**config.mk**
```make
export PLATFORM = sky130hd
export DESIGN_NAME = enigma_rotor_return
export DESIGN_NICKNAME = d
export VERILOG_FILES = /design/src/rtl/enigma_rotor_return.sv
export SDC_FILE = /design/constraint.sdc
export NUM_CORES = 1
export LEC_CHECK = 0
export ABC_AREA = 1
export BUFFER_PORTS_ARGS = -buffer_cell sky130_fd_sc_hd__clkbuf_2
export CAP_MARGIN = 20
export CORE_UTILIZATION = 55
export CTS_BUF_LIST = sky130_fd_sc_hd__clkbuf_2
export DETAILED_ROUTE_END_ITERATION = 10
export PLACE_DENSITY = 0.85
export RECOVER_POWER = 100
export SETUP_SLACK_MARGIN = 0.2
export SLEW_MARGIN = 10
export SYNTH_ARGS = -nofsm -noshare
export SYNTH_HDL_FRONTEND = slang
export SYNTH_SLANG_ARGS = --single-unit
```
**constraint.sdc**
```tcl
create_clock -name clk -period 5.6 [get_ports clk]
set_input_delay 0.84 -clock clk [delete_from_list [all_inputs] [get_ports clk]]
set_output_delay 0.84 -clock clk [all_outputs]
set_load 0.03 [all_outputs]
```
**src/rtl/enigma_rotor_return.sv**
```systemverilog
// Reverse-path (post-reflector) stage of an Enigma rotor I, with position register,
// stepping and turnover carry. Define ROTOR_RING_SETTING_EN to add the ring_in port and ring register.
module enigma_rotor_return (
  input  logic       clk,
  input  logic       rst,
  input  logic [4:0] in_letter,
  input  logic       in_valid,
  output logic       in_ready,
  output logic [4:0] out_letter,
  output logic       out_valid,
  input  logic       out_ready,
  output logic       out_err,
  input  logic       step,
  input  logic       load,
  input  logic [4:0] pos_in,
`ifdef ROTOR_RING_SETTING_EN
  input  logic [4:0] ring_in,
`endif
  output logic [4:0] pos,
  output logic       carry
);

  localparam logic [4:0] NOTCH = 5'd16;

  logic [4:0] pos_q, pos_d;
  logic [4:0] outLetter_q, outLetter_d;
  logic       outValid_q, outValid_d;
  logic       outErr_q, outErr_d;
  logic       carry_q, carry_d;
  logic [4:0] ring;

  logic       accept;
  logic [5:0] offRaw;
  logic [5:0] off;
  logic [5:0] idxRaw;
  logic [4:0] idx;
  logic [4:0] inv;
  logic [5:0] outRaw;
  logic [4:0] mapped;

  function automatic logic [4:0] mod26(input logic [4:0] v);
    return (v >= 5'd26) ? v - 5'd26 : v;
  endfunction

  // Inverse wiring of rotor I: UWYGADFPVZBECKMTHXSLRINQOJ
  function automatic logic [4:0] invLookup(input logic [4:0] i);
    logic [4:0] r;
    case (i)
      5'd0:  r = 5'd20;  5'd1:  r = 5'd22;  5'd2:  r = 5'd24;  5'd3:  r = 5'd6;
      5'd4:  r = 5'd0;   5'd5:  r = 5'd3;   5'd6:  r = 5'd5;   5'd7:  r = 5'd15;
      5'd8:  r = 5'd21;  5'd9:  r = 5'd25;  5'd10: r = 5'd1;   5'd11: r = 5'd4;
      5'd12: r = 5'd2;   5'd13: r = 5'd10;  5'd14: r = 5'd12;  5'd15: r = 5'd19;
      5'd16: r = 5'd7;   5'd17: r = 5'd23;  5'd18: r = 5'd18;  5'd19: r = 5'd11;
      5'd20: r = 5'd17;  5'd21: r = 5'd8;   5'd22: r = 5'd13;  5'd23: r = 5'd16;
      5'd24: r = 5'd14;  5'd25: r = 5'd9;
      default: r = 5'd0;
    endcase
    return r;
  endfunction

`ifdef ROTOR_RING_SETTING_EN
  logic [4:0] ring_q, ring_d;
  assign ring = ring_q;

  always_comb begin
    ring_d = ring_q;
    if (load) ring_d = mod26(ring_in);
  end

  always_ff @(posedge clk) begin
    if (rst) ring_q <= 5'd0;
    else     ring_q <= ring_d;
  end
`else
  assign ring = 5'd0;
`endif

  assign in_ready = !outValid_q || out_ready;
  assign accept   = in_valid && in_ready;

  // pos - ring is folded into one offset so each add/subtract needs only one +-26 fix-up.
  always_comb begin
    offRaw = {1'b0, pos_q} - {1'b0, ring};
    off    = offRaw[5] ? offRaw + 6'd26 : offRaw;
    idxRaw = {1'b0, in_letter} + off;
    idx    = 5'((idxRaw >= 6'd26) ? idxRaw - 6'd26 : idxRaw);
    inv    = invLookup(idx);
    outRaw = {1'b0, inv} - off;
    mapped = 5'(outRaw[5] ? outRaw + 6'd26 : outRaw);
  end

  always_comb begin
    outLetter_d = outLetter_q;
    outErr_d    = outErr_q;
    outValid_d  = outValid_q;
    pos_d       = pos_q;
    carry_d     = 1'b0;

    if (accept) begin
      outValid_d = 1'b1;
      if (in_letter >= 5'd26) begin
        outLetter_d = 5'd0;
        outErr_d    = 1'b1;
      end else begin
        outLetter_d = mapped;
        outErr_d    = 1'b0;
      end
    end else if (out_ready) begin
      outValid_d = 1'b0;
    end

    // Load wins over step and never produces a turnover pulse.
    if (load) begin
      pos_d = mod26(pos_in);
    end else if (step) begin
      pos_d   = (pos_q == 5'd25) ? 5'd0 : pos_q + 5'd1;
      carry_d = (pos_q == NOTCH);
    end
  end

  always_ff @(posedge clk) begin
    if (rst) begin
      pos_q       <= 5'd0;
      outLetter_q <= 5'd0;
      outValid_q  <= 1'b0;
      outErr_q    <= 1'b0;
      carry_q     <= 1'b0;
    end else begin
      pos_q       <= pos_d;
      outLetter_q <= outLetter_d;
      outValid_q  <= outValid_d;
      outErr_q    <= outErr_d;
      carry_q     <= carry_d;
    end
  end

  assign out_letter = outLetter_q;
  assign out_valid  = outValid_q;
  assign out_err    = outErr_q;
  assign pos        = pos_q;
  assign carry      = carry_q;

endmodule

```
==> run metrics <==
ANT cells 0; largest family of logic cells by synthesized area simple AND/OR/NAND/NOR gates; critical-path maximum fanout 12; Avg Vias per Cell 5.19; register-to-register setup slack approximately 1300 ps; Setup violations, final 0; vias around 1,700; CP required roughly 5800 ps; initial cell density of the core 0.576; Final Hold Fails 0; first-pass iteration count of the detailed router 9; Adder-Cell Fraction of Synth Area 0.188; row count 20; Hold Buf Count CTS 0; area grow syn2layout 9.54%; Post-DP HPWL 3030 um; initial DRC count 116; IO Count 30; post-DR wirelength/cell 11.3 um; Placed Cells approximately 330; initial antenna violation count 0; Synth Area in Compound Gates 0.142; final instance area between 1500 and 2000 sq um; CP arrival around 4700 ps; Synth Area in XOR/XNOR 0.0610; first-pass GRT wire length between 6000 and 7000 um; Power Dens Cells between 300 and 400 nW/um^2; cts bufs inserted 3; min cycle time layout roughly 4500 ps; asr flop ratio synth 0; Peak VDD IR between 0.1 and 0.15 mV; layout cells sized above 1 0.142; root buffer cell clkbuf_2; clk sinks 13; LEAKAGE around 0.00097 uW; # Post-CTS Setup Buffers 0; Warnings, synthesis 0; Worst Setup Path Type primary input to register; post-synth top area share 0.165; clock latency on the worst-skew pair about 280 ps; clock tree buffer depth 2; net count reported at finish 330; Fill cells about 280; register area about 260 sq um; # Max-Cap Violations 0; Worst-Margin Slew between 400 and 500 ps; Die Span X slightly below 60 um; core area 3030 sq um; ranking of synthesized cells by area ha_1 (16%), dfxtp_1 (15%), nand2_1 (15%); Final period util 0.797; Post-Syn Area between 1500 and 2000 sq um; mux contribution to synthesized area 0; final WL approximately 3800 um; slew margin rel. 0.674; Post-CTS Resized 0; footprint of the multi-input gates 1320 sq um; pre-CTS WS approximately 900 ps; RSZ-0062 raised after global routing false; Placer Congestion 0.881; min-delay worst type register to register; number of flops mapped to enable cells by yosys 0; vias in the first global route roughly 1,500; Total GRT Usage 0.228; status finished, violations left; DRC 1; top-count cell post-synth nand2_1; largest net degree at the start of global routing 15; total congestion overflow 0; die height between 50 and 60 um; fmax ~0.22 GHz; Pins Over Slew Limit 0; number of port buffers 29; sequential-to-total area share from yosys stat 0.149; Main synth FF type dfxtp_1; Max Clock Skew between 7 and 8 ps; Syn Nets 300; syn avg cell area between 6 and 7 sq um; crit end category register; post-synthesis register bit count 13; TritonCTS clock tree yes; failing checks design-rule violations; Total Die Area 3400 sq um; Setup crit start kind primary input; Worst Setup Slack, final 1140 ps; Synth Instances between 200 and 300; Reg clk slew, reported paths 120 ps; Setup TNS 0 ps; post-synthesis cell type count 35; Post-DRT Antenna Nets 0; Synth top cells by count nand2_1 (69), inv_1 (30), nand3_1 (27); Synth Area in Simple Gates 0.370; Yosys top cell by area ha_1; Area after DPL ~1900 sq um; Cell Count, Final, Fillers Out about 330; htree depth 1
routing by layer:
metal  wire (um)  share of wire  vias to the layer above  track usage
met5           0              0                        -            0
met4           0              0                        0       0.0408
met3         186          0.049                        0       0.0374
met2        1800           0.48                       52        0.397
met1        1780           0.47                      753        0.300
li1            -              -                      918            -
final cells by class:
cell class / count / share of cell area
Clock buffer: 4 / 0.0105
Inverter: 33 / 0.0661
Multi-Input combinational cell: 209 / 0.692
Sequential cell: 13 / 0.136
Tap cell: 44 / 0.0288
Timing Repair Buffer: 29 / 0.0661
placed cells by master, fill, tap and decap left out, types with 2 or more instances in the layout:
cell,count
xor2_1,7
o21a_1,2
a31oi_1,4
nand3_4,2
o211ai_1,5
fa_1,2
xnor2_1,2
ha_1,23
a21oi_1,18
nand2_2,9
nand2_1,69
nor2_1,11
clkbuf_2,18
inv_1,31
dfxtp_1,13
clkbuf_1,15
nand4_1,4
nand3_2,2
nand3_1,28
o21ai_0,8
cells by family after synthesis:
logic type | count (synthesis)
AO/OA/AOI/OAI | 42
XOR/XNOR | 10
adder cells (fa/ha/maj) | 25
buffers and inverters | 37
flip-flops | 13
AND/OR/NAND/NOR | 132
final timing paths:
check | start | to | cells after the start
max | in_letter[0] | out_letter[3] | 23
min | out_letter[1] | out_letter[1] | 2
min reg2reg | out_letter[1] | out_letter[1] | 2
max reg2reg | pos[0] | out_letter[3] | 22
worst max-delay path, stage by stage:
cell and delay (ps):
clkbuf_2 80, ha_1 220, fa_1 420, nor2_1 310, nor2_8 80, inv_1 110
ha_1 170, xor2_1 140, nand2_1 80, o21ai_2 200, inv_1 250, nand2_1 110
nand3_1 100, nand2_1 80, inv_1 40, ha_1 200, fa_1 400, xnor2_1 180
ha_1 210, nor2_1 120, xor2_1 150, nand2_1 60, a21oi_1 120
report_power, final:
group,switching [uW],internal [uW]
clock,30.2,18.9
combinational,364,216
sequential,13.4,109
state kept, by name, summed over array words and instances (netlist names):
signal and count:
out_valid 1, carry 1, out_err 1, out_letter 5, pos 5
metrics by stage:
stage	hold slack (ps)	utilization	power, uW
global placement	454	0.632	698
CTS	476	0.639	759
finish	474	0.631	751
global route	494	0.631	842
detailed placement	458	0.632	707
floorplan	594	-	610
(Power assumes the default switching activity.)
